==> config.mk <==
export PLATFORM = sky130hd
export DESIGN_NAME = quant_pack
export DESIGN_NICKNAME = d
export VERILOG_FILES = /design/src/rtl/quant_pack.sv
export SDC_FILE = /design/constraint.sdc
export NUM_CORES = 1
export LEC_CHECK = 0
export BUFFER_PORTS_ARGS = -buffer_cell sky130_fd_sc_hd__buf_2
export CAP_MARGIN = 20
export CORE_ASPECT_RATIO = 0.8
export CORE_UTILIZATION = 30
export CTS_CLUSTER_SIZE = 25
export DETAILED_ROUTE_END_ITERATION = 12
export SYNTH_ARGS = -nofsm -noshare
export SYNTH_HDL_FRONTEND = slang
export SYNTH_SLANG_ARGS = --single-unit
==> constraint.sdc <==
create_clock -name clk_i -period 2.5 [get_ports clk_i]
set_input_delay 0.75 -clock clk_i [delete_from_list [all_inputs] [get_ports clk_i]]
set_output_delay 0.75 -clock clk_i [all_outputs]
set_load 0.005 [all_outputs]
==> src/rtl/quant_pack.sv <==
// Packs NUM_COEF signed quantized coefficients per frame into one vector with a valid/ready output.
// Optional QUANT_PACK_ZERO_PAD_EN: short frames are zero-padded and emitted instead of dropped.
module quant_pack #(
    parameter int I_BW     = 8,
    parameter int NUM_COEF = 13,
    parameter int CNT_BW   = 4
) (
    input  logic                       clk_i,
    input  logic                       rst_i,
    input  logic                       en_i,
    input  logic                       clr_err_i,
    input  logic signed [I_BW-1:0]     data_i,
    input  logic                       valid_i,
    input  logic                       last_i,
    output logic [NUM_COEF*I_BW-1:0]   data_o,
    output logic                       valid_o,
    input  logic                       ready_i,
    output logic                       ovf_o,
    output logic                       len_err_o
);

    localparam int W = NUM_COEF * I_BW;
    localparam logic [CNT_BW-1:0] LAST = CNT_BW'(NUM_COEF - 1);

    typedef enum logic {FILL, DISCARD} state_t;

    state_t            r_state, w_state_nxt;
    logic [CNT_BW-1:0] r_cnt, w_cnt_nxt;
    logic [W-1:0]      r_asm, w_asm_nxt, w_frame, r_data;
    logic              r_valid, r_ovf, r_len_err;
    logic              w_fill_acc, w_at_last, w_done;
    logic              w_len_set, w_free, w_ovf_set;

    assign w_fill_acc = en_i && valid_i && (r_state == FILL);
    assign w_at_last  = (r_cnt == LAST);
    // short (last early) or long (no last at final lane) frames
    assign w_len_set  = w_fill_acc && (last_i != w_at_last);
`ifdef QUANT_PACK_ZERO_PAD_EN
    assign w_done     = w_fill_acc && last_i;
`else
    assign w_done     = w_fill_acc && last_i && w_at_last;
`endif
    assign w_free     = !r_valid || ready_i;
    assign w_ovf_set  = w_done && !w_free;

    // lanes above the current beat are zero so padded frames carry no stale data
    always_comb begin
        w_asm_nxt = r_asm;
        w_frame   = '0;
        for (int k = 0; k < NUM_COEF; k++) begin
            if (k == int'(r_cnt)) begin
                w_asm_nxt[k*I_BW +: I_BW] = data_i;
                w_frame[k*I_BW +: I_BW]   = data_i;
            end else if (k < int'(r_cnt)) begin
                w_frame[k*I_BW +: I_BW]   = r_asm[k*I_BW +: I_BW];
            end
        end
    end

    always_comb begin
        w_state_nxt = r_state;
        w_cnt_nxt   = r_cnt;
        if (!en_i) begin
            w_state_nxt = FILL;
            w_cnt_nxt   = '0;
        end else if (valid_i) begin
            case (r_state)
                FILL: begin
                    if (last_i || w_at_last) begin
                        w_cnt_nxt = '0;
                        if (!last_i) w_state_nxt = DISCARD;
                    end else begin
                        w_cnt_nxt = r_cnt + CNT_BW'(1);
                    end
                end
                DISCARD: begin
                    if (last_i) begin
                        w_state_nxt = FILL;
                        w_cnt_nxt   = '0;
                    end
                end
                default: begin
                    w_state_nxt = FILL;
                    w_cnt_nxt   = '0;
                end
            endcase
        end
    end

    always_ff @(posedge clk_i) begin
        if (rst_i) begin
            r_state <= FILL;
            r_cnt   <= '0;
            r_asm   <= '0;
        end else begin
            r_state <= w_state_nxt;
            r_cnt   <= w_cnt_nxt;
            if (w_fill_acc) r_asm <= w_asm_nxt;
        end
    end

    always_ff @(posedge clk_i) begin
        if (rst_i) begin
            r_data  <= '0;
            r_valid <= 1'b0;
        end else if (w_done && w_free) begin
            r_data  <= w_frame;
            r_valid <= 1'b1;
        end else if (r_valid && ready_i) begin
            r_valid <= 1'b0;
        end
    end

    always_ff @(posedge clk_i) begin
        if (rst_i) begin
            r_ovf     <= 1'b0;
            r_len_err <= 1'b0;
        end else begin
            if (w_ovf_set)      r_ovf <= 1'b1;
            else if (clr_err_i) r_ovf <= 1'b0;
            if (w_len_set)      r_len_err <= 1'b1;
            else if (clr_err_i) r_len_err <= 1'b0;
        end
    end

    assign data_o    = r_data;
    assign valid_o   = r_valid;
    assign ovf_o     = r_ovf;
    assign len_err_o = r_len_err;

endmodule

======== Yosys cells after proc, flatten, opt, wreduce, memory -nomap -nowiden ========
Cells that the tools add are included.
Widths: inputs -> output; s select.
storage, ports and cells
  flip-flop bits (word level) ............. 216
  bits in latches ......................... 0
  RAM bits ................................ 0
  bits in read-only memories .............. 0
  input bits .............................. 15
  output and inout bits ................... 107
  logic and storage cells ................. 118
  memories ................................ 0
cells by class
  add/subtract/negate cells ............... 1
  $mul .................................... 0
  div/mod/pow operators ................... 0
  order comparisons ....................... 13
  equal/unequal tests ..................... 15
  shifts and indexed selects .............. 0
  muxes and demuxes ....................... 37
  bitwise gates (word level) .............. 2
  reduce and logical (&&, ||, !) cells .... 31
operators by type and width
  kind                 count
  $mux 8               26
  $eq 4x4->1 const A   8
  $reduce_and 2->1     14
  $lt 4x4->1 const A   5
  $lt 3x4->1 const A   4
  $eq 3x4->1 const A   3
  $logic_and 1x1->1    8
  $lt 1x4->1 const A   2
  $lt 2x4->1 const A   2
  $mux 4               2
  $pmux 4 s2           1
  $mux 1               7
  $reduce_bool 2->1    3
  $add 4x1->4 const B  1
  $eq 2x4->1 const A   1
  $eq 4x4->1 const B   1
  $logic_not 4->1      1
  $logic_not 1->1      2
  $logic_or 1x1->1     2
  $ne 2x2->1 const B   1
  $not 1->1            2
  $pmux 1 s2           1
  $reduce_or 2->1      1
  $ne 1x1->1           1

======== Longest topological paths before layout ========
  depth in word-level cells ............... 6
  depth in mapped cells ................... 11
  mapped depth without buffers ............ 7

======== Worst setup path after synthesis ========
OpenSTA, ideal clock, no wires.
  path type ............................... register to register
  from .................................... register r_cnt[0]
  to ...................................... register r_data[52], in the netlist data_o[52]
  library setup time ...................... 0.135 ns
  arrival time ............................ 2.083 ns
  required time ........................... 2.365 ns
  path slack .............................. 0.282 ns
  cell stages (with the launch flop) ...... 12
  buffers on the path ..................... 5
  clock period less this slack ............ 2.218 ns
  path through ............................ dfxtp_1 clkbuf_1 inv_1 ha_1 buf_4 and4_1 and3_1 buf_4 buf_6 buf_4 nor2_1 nor3_2
on the way
  longest elaborated chain between the ends .. 3
RTL lines
  what                                         line     RTL
  start, declared                              28       logic [CNT_BW-1:0] r_cnt, w_cnt_nxt;
  start signal, assigned                       97       r_cnt <= w_cnt_nxt;
  $lt 3x4->1 or $eq 4x4->1 (tied branches)     54, 35
  $mux 8 or $logic_and 1x1->1 (tied branches)  54, 41
  $mux 8 or $logic_and 1x1->1 (tied branches)  51, 106
  end signal, assigned                         107      r_data <= w_frame;
  end, declared                                29       logic [W-1:0] r_asm, w_asm_nxt, w_frame, r_data;
Several ways; a longest one is shown, not always the timed one.
A chain may end at the register's enable or synchronous reset.

======== Final worst setup path ========
  from .................................... register r_cnt[0]
  to ...................................... register r_data[53], in the netlist data_o[53]
Same word-level chain as after synthesis.

==> results.json <==
{
  "outcome": "completed",
  "route.detailed.wl_per_inst_um": 17.0,
  "clk_pin_slew_worst_paths_ns": 0.06,
  "synthMuxAreaShare_pct": 13.9,
  "slew_headroom_pct": 42.5,
  "cts_tree": "built",
  "crit_type": "flip-flop to flip-flop",
  "grtUsageTotal_pct": 16.3,
  "synth_fa_ha_area_share_pct": 0.940,
  "layout_min_cycle_time_ns": 2.05,
  "total_power_mw": 7.11,
  "p_leak_nw": 5.05,
  "postRouteAntennaNets": 0,
  "drt-initial-drc-count": 518,
  "drc_errors": 0,
  "antenna_found_initial": 0,
  "fin_ws_ns": 0.454,
  "portBuffers": 121,
  "hold_violations": 0,
  "die_x_um": 199,
  "ys_ff_latch": 216,
  "drt-pass1-iter-count": 5,
  "cpPeakStageDelay_ns": 0.56,
  "numCtsBuffers": 22,
  "vdd_drop_max_v": 0.000398,
  "synth_compound_area_share_pct": 10.9,
  "synth.area.top_cells": "dfxtp_1, mux2i_1, nor2_1, nand2_1, nand3b_1",
  "synth_cells": 1033,
  "crit_family": "compound AO/OA/AOI/OAI gates",
  "grt_max_degree": 73,
  "synth-simple-area-share_pct": 22.3,
  "critical_path_buf_inv_count": 2,
  "fmax_mhz": 489,
  "holdBufCountCts": 0,
  "cts-root-buf": "clkbuf_16",
  "yosys_warnings": 0,
  "vias_per_cell": 5.01,
  "netlist_area_um2": 9320,
  "finalWirelength_um": 26200,
  "syn2layout_area_growth_pct": 18.8,
  "vias": 7705,
  "synth_cell_types": 44,
  "p_per_area_nw_per_um2": 643,
  "cp_cell_sequence": "inv_1 -> ha_1 -> and4_1 -> nand3_4 -> buf_4 -> a211oi_1 -> nor3_2",
  "cpMaxStageDelayCell": "a211oi_1",
  "final_util_pct": 36.4,
  "reg2reg_slack_ns": 0.45,
  "grt_first_pass_wirelength_um": 41400,
  "grt_overflow": 0,
  "synth_common_cells": "dfxtp_1, nor2_1, mux2i_1, nand2_1, clkbuf_1",
  "clk_latency_ns": 0.51,
  "die_h_um": 160,
  "core_area_um2": 30500,
  "dpl.hpwl_um": 17400,
  "h-tree-depth": 1,
  "tightest_slew_ns": 0.861,
  "nFillCells": 3145,
  "period_share_pct": 81.9,
  "ys_async_sr_fraction_pct": 0,
  "initial_core_util_pct": 30.6,
  "crit_arrival_ns": 2.42,
  "syn_nets": 1055,
  "clock_tree.buffer_depth": 3,
  "fin_skew_ns": 0.0109,
  "ys_seq_area_share_pct": 46.4,
  "drv_slew": 0,
  "fp-row-count": 57,
  "synth_edf_count": 0,
  "maxCapViolations": 0,
  "dp_worst_setup_slack_ns": -0.00469,
  "synth_xor_area_share_pct": 0.282,
  "setup_viol": 0,
  "worstHoldPathType": "flip-flop to flip-flop",
  "cp-end-kind": "flip-flop",
  "synth_top_family_by_area": "simple AND/OR/NAND/NOR gates",
  "required_ns": 2.87,
  "synth_top_area_share_pct": 46.4,
  "synth_most_common_cell": "dfxtp_1",
  "postCtsSetupBuffers": 0,
  "start_kind": "flip-flop",
  "nNetsFinal": 1132,
  "synth_flop_cell": "dfxtp_1",
  "critPathMaxFanout": 22,
  "place_congestion": 0.813,
  "cts_resized": 0,
  "grt_pass1_vias": 7256,
  "yosysTopAreaCell": "dfxtp_1",
  "n_antenna_cell": 0,
  "dieArea_um2": 31800,
  "rsz0062_at_grt": "no",
  "syn_area_per_cell_um2": 9.02,
  "drive_above_1_share_pct": 21.0,
  "clkSinkCount": 216,
  "pin_count": 122
}
-- per-stage QoR --
step | setup TNS [ns] | cell area (um2) | hold slack, ns | cells
after floorplan | 0 | 9320 | 0.448 | 1033
after CTS | 0 | 11100 | 0.455 | 1539
after detailed placement | -0.00730 | 10300 | 0.444 | 1499
after global placement | -0.142 | 10300 | 0.438 | 1499
after global routing | 0 | 11100 | 0.472 | 1539
final | 0 | 11100 | 0.451 | 1539
-- sequential cells by signal, summed over array words and instances (netlist names) --
| name | cells |
|---|---|
| valid_o | 1 |
| r_asm | 104 |
| data_o | 104 |
| r_state | 1 |
| r_cnt | 4 |
| len_err_o | 1 |
| ovf_o | 1 |
-- routing by layer --
layer	vias up	global-route usage, %	routed length [um]
met5	-	0	0
met4	0	3.15	402
met3	26	2.18	1090
met2	179	24.7	11500
met1	3743	24.6	13200
li1	3757	-	-
-- worst register-to-register path: cells and delay by family (launching register included) --
| family | cells | cell delay, ns |
|---|---|---|
| AOI/OAI and AO/OA | 1 | 0.57 |
| DFF | 1 | 0.32 |
| and+or+nand+nor | 3 | 0.48 |
| adders and majority gates | 1 | 0.19 |
| buffers and inverters | 2 | 0.36 |
-- cell usage in the layout (no fill, tap or decap), types with 24 or more instances in the layout --
cell / netlist / layout
buf_2: 22 / 120
nand3_1: 43 / 42
mux2i_1: 120 / 120
nor2_1: 184 / 184
buf_4: 7 / 28
a221oi_1: 24 / 24
nand3b_1: 32 / 32
nor3_1: 42 / 42
nand2_1: 84 / 84
dfxtp_1: 216 / 214
o21ai_0: 32 / 32
-- cell families (layout without fill, tap and decap cells) --
kind of cell | after synthesis | after routing
xor+xnor | 3 | 3
fa+ha+maj | 7 | 7
buf+inv | 108 | 201
mux | 128 | 128
flops | 216 | 216
compound gates | 138 | 138
simple gates | 433 | 433
-- cell type report --
| type | instances | area [um2] | area share [%] |
|---|---|---|---|
| Multi-Input combinational cell | 709 | 4520 | 40.8 |
| Sequential cell | 216 | 4330 | 39.1 |
| Timing Repair Buffer | 155 | 942 | 8.51 |
| Clock buffer | 32 | 639 | 5.77 |
| Tap cell | 413 | 517 | 4.67 |
| Clock inverter | 8 | 104 | 0.938 |
| Inverter | 6 | 22.5 | 0.203 |
-- power by group --
part / switching, mW / internal (mW)
clock network: 1.38 / 1.99
logic: 0.196 / 0.0868
registers: 0.00511 / 3.45
-- path summary, 6_finish.rpt --
check / from / cells past startpoint / to
max reg2reg: r_cnt[0] / 7 / data_o[53]
min reg2reg: data_o[35] / 2 / data_o[35]
min: data_o[35] / 2 / data_o[35]
max: r_cnt[0] / 7 / data_o[53]
Note: power is estimated with default switching activity, not from simulation.
